File: config.mk
export PLATFORM = sky130hd
export DESIGN_NAME = cordic_atan2
export DESIGN_NICKNAME = d
export VERILOG_FILES = /design/src/rtl/cordic_pkg.sv /design/src/rtl/cordic_atan2.sv
export SDC_FILE = /design/constraint.sdc
export NUM_CORES = 1
export LEC_CHECK = 0
export CORE_MARGIN = 2
export CORE_UTILIZATION = 35
export CTS_BUF_LIST = sky130_fd_sc_hd__clkbuf_4
export CTS_CLUSTER_DIAMETER = 50
export CTS_CLUSTER_SIZE = 25
export DETAILED_ROUTE_END_ITERATION = 10
export PLACE_DENSITY = 0.49
export SLEW_MARGIN = 20
export SYNTH_ARGS = -nofsm -noshare
export SYNTH_HDL_FRONTEND = slang
export SYNTH_SLANG_ARGS = --single-unit
File: constraint.sdc
create_clock -name Clk_i -period 7.1 [get_ports Clk_i]
set_input_delay 0.71 -clock Clk_i [delete_from_list [all_inputs] [get_ports Clk_i]]
set_output_delay 0.71 -clock Clk_i [all_outputs]
set_load 0.02 [all_outputs]
File: src/rtl/cordic_pkg.sv
// Shared CORDIC constants and arctangent table (Q2.13), used by the atan2
// vectoring block and reusable by the rotation-mode Sine block.
package cordic_pkg;

  localparam int ANGLE_W = 16;
  localparam int ITER_N  = 16;
  localparam int DP_W    = 18;
  localparam int Z_W     = 17;
  localparam int PI_Q13  = 25736;

  typedef enum logic [1:0] {
    IDLE = 2'd0,
    ITER = 2'd1,
    DONE = 2'd2
  } cordic_state_t;

  // atan(2^-i) in Q2.13; the last two entries round to zero.
  function automatic logic signed [Z_W-1:0] atan_lut(input logic [3:0] idx);
    case (idx)
      4'd0:    atan_lut = 17'sd6434;
      4'd1:    atan_lut = 17'sd3798;
      4'd2:    atan_lut = 17'sd2007;
      4'd3:    atan_lut = 17'sd1019;
      4'd4:    atan_lut = 17'sd511;
      4'd5:    atan_lut = 17'sd256;
      4'd6:    atan_lut = 17'sd128;
      4'd7:    atan_lut = 17'sd64;
      4'd8:    atan_lut = 17'sd32;
      4'd9:    atan_lut = 17'sd16;
      4'd10:   atan_lut = 17'sd8;
      4'd11:   atan_lut = 17'sd4;
      4'd12:   atan_lut = 17'sd2;
      4'd13:   atan_lut = 17'sd1;
      default: atan_lut = 17'sd0;
    endcase
  endfunction

endpackage

File: src/rtl/cordic_atan2.sv
// Iterative CORDIC vectoring-mode atan2: drives y to zero, accumulates angle in z.
// Optional macro CORDIC_ATAN2_MAG_EN adds the uncompensated magnitude output Mag_o.
//
// state | meaning
// IDLE  | waiting for Start_i; latches and pre-rotates X_i/Y_i
// ITER  | one micro-rotation per clock, 16 in total
// DONE  | one cycle; loads Angle_o (and Mag_o), pulses Done_o on leaving
module cordic_atan2
  import cordic_pkg::*;
(
  input  logic               Clk_i,
  input  logic               Rst_i,
  input  logic [ANGLE_W-1:0] X_i,
  input  logic [ANGLE_W-1:0] Y_i,
  input  logic               Start_i,
  output logic [ANGLE_W-1:0] Angle_o,
  output logic               Done_o,
  output logic               Busy_o
`ifdef CORDIC_ATAN2_MAG_EN
  ,
  output logic [DP_W-1:0]    Mag_o
`endif
);

  localparam logic signed [Z_W-1:0] Z_PI = Z_W'(PI_Q13);
  localparam logic [3:0] ITER_LAST = 4'(ITER_N - 1);

  cordic_state_t state;
  logic [3:0] iter;
  logic signed [DP_W-1:0] x, y;
  logic signed [Z_W-1:0]  z;
  logic zero_in;

  logic signed [DP_W-1:0] x_ext, y_ext, x_in, y_in;
  logic signed [Z_W-1:0]  z_in;
  logic signed [DP_W-1:0] x_sh, y_sh, x_step, y_step;
  logic signed [Z_W-1:0]  z_step;
  logic [ANGLE_W-1:0]     angle_sat;

  // Left half-plane inputs are rotated by pi so the iterations only cover +-pi/2.
  always_comb begin
    x_ext = {{(DP_W-ANGLE_W){X_i[ANGLE_W-1]}}, X_i};
    y_ext = {{(DP_W-ANGLE_W){Y_i[ANGLE_W-1]}}, Y_i};
    if (X_i[ANGLE_W-1]) begin
      x_in = -x_ext;
      y_in = -y_ext;
      z_in = Y_i[ANGLE_W-1] ? -Z_PI : Z_PI;
    end else begin
      x_in = x_ext;
      y_in = y_ext;
      z_in = '0;
    end
  end

  always_comb begin
    x_sh = x >>> iter;
    y_sh = y >>> iter;
    if (y[DP_W-1]) begin
      x_step = x - y_sh;
      y_step = y + x_sh;
      z_step = z - atan_lut(iter);
    end else begin
      x_step = x + y_sh;
      y_step = y - x_sh;
      z_step = z + atan_lut(iter);
    end
  end

  // Residual table error can push z slightly past +-pi; clamp instead of wrapping.
  always_comb begin
    if (zero_in)
      angle_sat = '0;
    else if (z > Z_PI)
      angle_sat = ANGLE_W'(Z_PI);
    else if (z < -Z_PI)
      angle_sat = ANGLE_W'(-Z_PI);
    else
      angle_sat = z[ANGLE_W-1:0];
  end

  always_ff @(posedge Clk_i) begin
    if (Rst_i) begin
      state   <= IDLE;
      iter    <= '0;
      x       <= '0;
      y       <= '0;
      z       <= '0;
      zero_in <= 1'b0;
      Angle_o <= '0;
      Done_o  <= 1'b0;
      Busy_o  <= 1'b0;
`ifdef CORDIC_ATAN2_MAG_EN
      Mag_o   <= '0;
`endif
    end else begin
      Done_o <= 1'b0;
      case (state)
        IDLE: begin
          // Done_o high means the previous result is still being presented.
          if (Start_i && !Done_o) begin
            x       <= x_in;
            y       <= y_in;
            z       <= z_in;
            zero_in <= (X_i == '0) && (Y_i == '0);
            iter    <= '0;
            Busy_o  <= 1'b1;
            state   <= ITER;
          end
        end
        ITER: begin
          x    <= x_step;
          y    <= y_step;
          z    <= z_step;
          iter <= iter + 4'd1;
          if (iter == ITER_LAST)
            state <= DONE;
        end
        DONE: begin
          Angle_o <= angle_sat;
          Done_o  <= 1'b1;
          Busy_o  <= 1'b0;
`ifdef CORDIC_ATAN2_MAG_EN
          Mag_o   <= x;
`endif
          state   <= IDLE;
        end
        default: state <= IDLE;
      endcase
    end
  end

endmodule

==> results.toml, run 1 <==
[outcome]
status = "complete, no violations"

[timing]
final_hold_viol_count = 0
finClkSkew_ns = 0.0390
max_freq_ghz = 0.171
setup_viol = 0
tightest_slew_ns = 1.00
slew_violations = 0
relSlewSlack_pct = 32.9
setup_tns_ns = 0
fin_crit_ns = 5.84
min_period_over_period_pct = 82.3
rsz0062_at_grt = "no"

[synth]
async_reset_ff_share_pct = 0
synth.distinct_cells = 81
synthFlopType = "dfxtp_1"
synthesis.area_um2 = 9500
synth_seq_cells = 91
yosys_warnings = 0
synth_cells = 1218
syn_nets = 1317
seq_area_frac_synth_pct = 19.2
avgSynthCellArea_um2 = 7.80
synth_edf_count = 0

[worst_setup_path]
r2r-start = "iter[2]"
cp-end-kind = "register"
rr_endpoint = "x[17]"
critPathCapture = "x[17]"
cp-start-kind = "register"
path_cells = "mux4_2, mux2_4, a222oi_1, nand4b_1, or3_4, nand2b_1, nand3_1, o31a_1, o211ai_1, ha_1, a21oi_1, nor2b_1, a21oi_1, o21ai_0, o41ai_1, o21ai_0, xnor2_1, or3_1, a31oi_1"
crit_cells = 19
slowest_delay_ns = 0.82
worst-path-buf-inv = 0
reg2reg_slack_ns = 1.26
cp-startpoint = "iter[2]"
cp_slowest_cell = "dfxtp_1"
critPathArrivalTime_ns = 6.29
cp.required_ns = 7.55
critical_path_class = "reg2reg"
cp_top_family = "compound AO/OA/AOI/OAI gates"
worstRegToRegCells = 19
crit_fanout = 19

[cts]
cts.sinks = 91
cts-resized-gates = 0
cts_setup_buffers = 0
ctsHtreeMaxLevel = 3
clk_pin_slew_ns = 0.20
cts_hold_buf = 0
clock_path_buffers = 2
cts_tree = "done"
cts_root_buffer = "clkbuf_4"
numCtsBuffers = 9
clk_latency_ns = 0.50

[pwr]
cellInternalPower_uw = 1630
pwr-share-seq_pct = 24.0
combPwrFrac_pct = 66.4
switchingPower_uw = 1620
power_frac_clock_pct = 9.6
ir_drop_mv = 0.142
swShare_pct = 49.8
leakage_uw = 0.00389
powerDensity_nw_per_um2 = 313

[placement]
place_congestion = 0.853
hpwl_um = 23000
place_area_um2 = 10200
place_inst = 1552
io_buffer_count = 52

[floorplan]
start_util_pct = 35.4
die_w_um = 169
row_count = 60
die_y_um = 169
core_um2 = 26800
die_area_um2 = 28500
io_pins = 53

[final_layout]
final_layout_size_suffix_gt1_share_pct = 7.91
final_util_pct = 38.8
fin_nets = 1321
syn_to_final_growth_pct = 9.47
finalInstanceArea_um2 = 10400
fillers = 2781
final-instance-count-excl-fill = 1570

[routing]
drt_first_iter_violations = 755
wl_um = 30700
first_pass_iters = 7
drc_errors = 0
ant_nets = 0
routedWlPerCell_um = 19.6
vias_per_cell = 5.78
routed-via-count = 9081

[global_route]
first_global_vias = 8618
grt_usage_pct = 21.7
antenna_found_initial = 1
grt_start_max_net_pins = 53
grt_overflow = 0
grt_pass1_wl_um = 49300

[min_path]
holdCritPathClass = "reg2reg"

[job]
maxCapViolCount = 0
-- tightest hold or removal path: stages (launching register included) --
cell and delay [ns]:
dfxtp_1 0.35, nand2_1 0.05, a21oi_1 0.05
-- layer usage --
metal / part of all wire (%) / vias up / routed length, um / global-route usage [%]
met4: 1.1 / 0 / 342 / 4.35
met1: 49 / 4328 / 15000 / 31.1
met2: 46 / 193 / 14200 / 35.4
met5: 0 / - / 0 / 0
met3: 3.8 / 23 / 1180 / 2.45
li1: - / 4537 / - / -
-- cell type report --
cell class	count	area (um^2)	area share, %
clock buffers	9	67.6	0.650
multi-input cells	1021	7250	69.7
flip-flops and latches	91	1830	17.6
clock inverters	7	81.3	0.782
inverters	34	128	1.23
well taps	341	427	4.10
diodes	2	5.00	0.0481
repair buffers	65	613	5.90
-- per-stage QoR --
| stage | worst slack, ns | hold slack [ns] | power [uW] |
|---|---|---|---|
| floorplan | 2.00 | 0.446 | 2410 |
| global placement | 1.41 | 0.443 | 2930 |
| detailed placement | 1.32 | 0.446 | 2920 |
| CTS | 1.32 | 0.470 | 3250 |
| global route | 0.847 | 0.492 | 3570 |
| finish | 1.26 | 0.465 | 3250 |
-- cells by family (layout without fill, tap and decap cells) --
logic type | count (synthesis) | in the layout | share of synthesized area [%]
simple gates | 409 | 409 | 21.1
compound gates | 380 | 380 | 25.3
buf+inv | 106 | 115 | 4.64
xor+xnor | 95 | 95 | 8.76
flops | 91 | 91 | 19.2
mux | 73 | 73 | 12.3
fa+ha+maj | 64 | 64 | 8.67
other cells | 0 | 2 | 0
-- worst min path at each step --
stage / slack, ns / end / cells after the start / from
after floorplan: 0.45 / x[0] / 2 / x[0]
after global placement: 0.44 / Angle_o[10] / 2 / Angle_o[10]
after detailed placement: 0.45 / Angle_o[4] / 2 / Angle_o[4]
after CTS: 0.47 / Angle_o[4] / 2 / Angle_o[4]
after global routing: 0.49 / Angle_o[11] / 2 / Angle_o[11]
final: 0.47 / Angle_o[4] / 2 / Angle_o[4]
-- synth_stat cells (7+ instances only) --
cell        n  area, um^2
a21o_1     14         105
nand3_1    18        90.1
o21ai_0    75         375
o211ai_1   12        90.1
nand2_1    75         282
a22oi_1    10        75.1
nand2b_1   28         175
buf_2       9        45.0
nor3_1     34         170
xor2_1     47         412
o21bai_1    8        60.1
dfxtp_1    91        1820
o31ai_1    11        82.6
mux4_2     34         766
a21oi_1   122         611
xnor2_1    48         420
inv_1      33         124
nor4_1      9        56.3
o41ai_1     7        61.3
clkbuf_1   49         184
a211oi_1   44         330
or3_1      18         113
buf_1       7        26.3
mux2i_1    29         290
a31oi_1    19         119
nor2b_1    23         144
ha_1       61         763
or4_1       8        60.1
mux2_2      9         101
nor2_1    148         556
and2_1     11        68.8
-- layout by cell type (no fill, tap or decap), types with 44 or more instances in the layout --
cell,count
nor2_1,148
ha_1,61
a21oi_1,122
xnor2_1,48
a211oi_1,44
o21ai_0,75
xor2_1,47
clkdlybuf4s50_1,51
nand2_1,75
dfxtp_1,87
-- power by group through the flow --
stage,Combinational (uW),Sequential [uW],Clock [uW]
2_1_floorplan,1730,671,0
3_3_place_gp,2140,788,0
3_5_place_dp,2130,787,0
4_1_cts,2150,775,329
5_1_grt,2430,793,345
6_report,2160,781,311
Power figures use the tool's default switching activity.
==> inputs of run 2 (changes only) <==
- PLACE_DENSITY: 0.49 -> 0.51
- clock period: 7.1 -> 5.1 ns (I/O delays scaled with it)
==> results.toml, run 2 (synthesis results as in run 1) <==
[final_layout]
layout.cells.most_common_list = "nor2_1, a21oi_1, dfxtp_1, nand2_1, o21ai_0"
final_layout_size_suffix_gt1_share_pct = 12.6
fin_nets = 1375
fillers = 2758
finalInstanceArea_um2 = 10900
final-seq-area_um2 = 1830
final-instance-count-excl-fill = 1623
final_common_cell = "nor2_1"
final_util_pct = 40.7
multi_input_area_um2 = 7290
syn_to_final_growth_pct = 14.7

[pwr]
switchingPower_uw = 2350
combPwrFrac_pct = 69.3
leakage_uw = 0.00417
cellInternalPower_uw = 2410
swShare_pct = 49.3
ir_drop_mv = 0.159
pwr-share-seq_pct = 21.5
power_frac_clock_pct = 9.2
powerDensity_nw_per_um2 = 437

[timing]
finClkSkew_ns = 0.0483
slew_violations = 0
max_freq_ghz = 0.206
setup_viol = 0
fin_crit_ns = 4.86
relSlewSlack_pct = 33.5
min_period_over_period_pct = 95.3
tightest_slew_ns = 0.993
final_hold_viol_count = 0

[placement]
hpwl_um = 24300
place_inst = 1597
place_area_um2 = 10600
place_congestion = 0.889
io_buffer_count = 52

[routing]
routed-via-count = 9484
first_pass_iters = 5
ant_nets = 0
vias_per_cell = 5.84
wl_um = 31900
drc_errors = 0
routedWlPerCell_um = 19.7
drt_first_iter_violations = 790

[job]
maxCapViolCount = 0

[worst_setup_path]
crit_fanout = 9
critPathArrivalTime_ns = 5.31
cp-end-kind = "register"
critical_path_class = "reg2reg"
cp-start-kind = "register"
cp.required_ns = 5.55

[cts]
cts_root_buffer = "clkbuf_4"
clk_pin_slew_ns = 0.20
cts_hold_buf = 0
clock_path_buffers = 2
cts_tree = "done"
cts.sinks = 91
ctsHtreeMaxLevel = 3
numCtsBuffers = 9
clk_latency_ns = 0.52

[global_route]
grt_pass1_wl_um = 49900
antenna_found_initial = 1
first_global_vias = 8917
grt_usage_pct = 22.1
grt_start_max_net_pins = 63
grt_overflow = 0

[floorplan]
io_pins = 53
row_count = 60
die_area_um2 = 28500
start_util_pct = 35.4
die_y_um = 169
core_um2 = 26800
die_w_um = 169

[min_path]
holdCritPathClass = "in2reg"

[outcome]
status = "complete, no violations"
## run 2: cell types whose count changed in the layout (fill, tap and decap cells not counted), moves of 3 or more
cell / before / now
buf_4: 13 / 61
a21oi_1: 122 / 119
a21oi_2: 0 / 3
buf_12: 0 / 3
clkinv_4: 3 / 0
## run 2: repair_timing
item / CTS / global route
endpoints found under the setup margin: 0 / 9
gates resized for setup: 0 / 19
setup buffers: 0 / 9
## run 2: power groups by stage
stage | clock network, uW | registers, uW | logic (uW)
after floorplan | 0 | 934 | 2420
after global placement | 0 | 1040 | 3210
after detailed placement | 0 | 1030 | 3200
after CTS | 452 | 1010 | 3230
after global routing | 478 | 1030 | 3650
final | 438 | 1020 | 3300
## run 2: layout make-up
class / count / area share, %
multi-input cells: 1021 / 66.9
flip-flops and latches: 91 / 16.8
repair buffers: 119 / 9.86
well taps: 341 / 3.92
inverters: 34 / 1.17
clock inverters: 7 / 0.643
clock buffers: 9 / 0.620
diodes: 1 / 0.0230
## run 2: final timing paths
check | start | to | slack [ns] | cells after the start
hold / removal | Rst_i | y[16] | 0.42 | 2
hold reg to reg | Angle_o[11] | Angle_o[11] | 0.47 | 2
setup reg to reg | y[12] | x[17] | 0.24 | 16
setup / recovery | y[12] | x[17] | 0.24 | 16
## run 2: per-stage QoR
stage | worst slack [ns] | total power, uW | setup TNS (ns) | hold WS (ns)
after detailed placement | 0.0355 | 4230 | 0 | 0.448
after CTS | 0.0120 | 4690 | 0 | 0.375
after floorplan | 0.0928 | 3350 | 0 | 0.446
after global placement | 0.132 | 4240 | 0 | 0.442
final | 0.240 | 4760 | 0 | 0.417
after global routing | -0.0110 | 5160 | -0.0110 | 0.429
## run 2: per-layer routing
| layer | wire (um) | share of wire [%] | global-route usage [%] | up-vias |
|---|---|---|---|---|
| met5 | 0 | 0 | 0 | - |
| met4 | 801 | 2.5 | 6.67 | 0 |
| met3 | 1790 | 5.6 | 3.79 | 55 |
| met2 | 14400 | 45 | 35.5 | 279 |
| met1 | 15000 | 47 | 30.4 | 4510 |
| li1 | - | - | - | 4640 |
## run 2: worst max-delay path: stages, from the launching register on
cell and delay (ns):
dfxtp_1 0.48, mux4_2 0.52, mux2_4 0.32, a222oi_1 0.46, nand4b_1 0.22, or3_4 0.38, buf_4 0.16, nor4_1 0.33
mux2i_1 0.12, o22ai_1 0.26, ha_1 0.33, a21o_1 0.23, o41ai_2 0.31, o21ai_1 0.12, xnor2_1 0.15, or3_1 0.31
a31oi_1 0.12
==> inputs of run 3 (changes only) <==
- CORE_UTILIZATION: 35 -> 30
- CTS_BUF_LIST: sky130_fd_sc_hd__clkbuf_4 -> sky130_fd_sc_hd__clkbuf_16
- PLACE_DENSITY: 0.51 -> 0.45
==> results.toml, run 3 (synthesis results as in run 1) <==
[routing]
routedWlPerCell_um = 19.8
ant_nets = 0
top_layer = "met4"
wl_um = 33300
wl_met2_um = 15400
drc_errors = 0
routed-via-count = 9350
wl_met3_um = 1480
vias_per_cell = 5.56
drt_first_iter_violations = 699
wl_met1_um = 15800
first_pass_iters = 5

[placement]
pre_cts_slack_ns = 0.0862
place_congestion = 0.898
io_buffer_count = 52
hpwl_um = 25300

[floorplan]
die_w_um = 182
row_count = 65
io_pins = 53
start_util_pct = 30.3
die_area_um2 = 33100
core_um2 = 31400
die_y_um = 182

[worst_setup_path]
critical_path_class = "reg2reg"
critPathArrivalTime_ns = 5.14
cp-start-kind = "register"
crit_fanout = 10
cp-end-kind = "register"
cp.required_ns = 5.40

[final_layout]
final_layout_size_suffix_gt1_share_pct = 12.2
fillers = 3334
syn_to_final_growth_pct = 17.7
layout.cells.most_common_list = "nor2_1, a21oi_1, dfxtp_1, nand2_1, o21ai_0"
fin_nets = 1373
num_antenna_cells = 0
final_common_cell = "nor2_1"

[global_route]
grt_pass1_wl_um = 52400
grt_usage_pct = 20.1
antenna_found_initial = 0
first_global_vias = 8925
grt_start_max_net_pins = 72
grt_overflow = 0

[pwr]
powerDensity_nw_per_um2 = 449
leakage_uw = 0.00425
ir_drop_mv = 0.187
p_total_uw = 5020

[timing]
max_freq_ghz = 0.207
relSlewSlack_pct = 34.3
fin_crit_ns = 4.84
slew_violations = 0
setup_viol = 0
fin_ws_ns = 0.265
min_period_over_period_pct = 94.8
finClkSkew_ns = 0.0206
tightest_slew_ns = 0.982
final_hold_viol_count = 0
whs_ns = 0.454

[job]
maxCapViolCount = 0

[cts]
clk_latency_ns = 0.37
cts_tree = "done"
clock_path_buffers = 2
ctsHtreeMaxLevel = 3
cts.sinks = 91
cts_root_buffer = "clkbuf_16"
numCtsBuffers = 9
clk_pin_slew_ns = 0.09

[outcome]
status = "complete, no violations"

[min_path]
holdCritPathClass = "reg2reg"
[run 3: cell types whose count changed in the layout (fill, tap and decap cells not counted), moves of 3 or more]
cell / before / now
clkbuf_16: 0 / 11
inv_8: 3 / 0
clkbuf_4: 9 / 0
buf_4: 61 / 56
inv_6: 0 / 3
[run 3: final cells by class]
| type | instances | area (um^2) | area share [%] |
|---|---|---|---|
| multi-input cells | 1021 | 7290 | 65.2 |
| flip-flops and latches | 91 | 1830 | 16.4 |
| repair buffers | 117 | 1110 | 9.91 |
| well taps | 402 | 503 | 4.50 |
| clock buffers | 9 | 225 | 2.01 |
| inverters | 34 | 128 | 1.14 |
| clock inverters | 7 | 91.3 | 0.817 |
[run 3: final timing paths]
check | to | slack, ns | from | depth (start not counted)
max | x[17] | 0.26 | iter[1] | 21
min | Angle_o[5] | 0.45 | Angle_o[5] | 2
max reg2reg | x[17] | 0.26 | iter[1] | 21
min reg2reg | Angle_o[5] | 0.45 | Angle_o[5] | 2
[run 3: stage by stage]
step / utilization (%) / TNS [ns] / instance area, um^2 / instances
after detailed placement: 34.1 / 0 / 10700 / 1656
final: 35.6 / 0 / 11200 / 1681
after global routing: 35.6 / -0.0261 / 11200 / 1681
after global placement: 34.1 / 0 / 10700 / 1656
after floorplan: - / 0 / 9510 / 1218
after CTS: 35.1 / 0 / 11000 / 1672
[run 3: power by group]
group / internal [uW] / total [uW] / switching (uW)
clock network: 356 / 732 / 375
registers: 814 / 1050 / 232
logic: 1480 / 3240 / 1760
[run 3: worst max-delay path, cell delays in order, from the launching register on]
cell and delay (ns):
dfxtp_4 0.41, buf_6 0.16, buf_12 0.15, mux4_2 0.29, mux2_4 0.30, a222oi_1 0.47
buf_4 0.21, and2b_1 0.14, buf_4 0.13, nand4b_1 0.16, buf_4 0.19, nor3_1 0.31
xnor2_1 0.17, o22ai_1 0.11, ha_1 0.38, nand2_1 0.14, o21bai_1 0.21, o41ai_2 0.11
o21ai_1 0.18, xnor2_1 0.09, or3_1 0.31, a31oi_1 0.13
[run 3: routing by layer]
layer,GRT usage [%],vias to the layer above
li1,-,4648
met1,27.7,4466
met2,33.9,204
met3,2.19,32
met4,4.48,0
met5,0,-
[run 3: timing repair]
item,in CTS,in global routing
setup endpoints to repair,0,5
hold buffers,0,0
gates resized for setup,0,18
buffers inserted,0,7
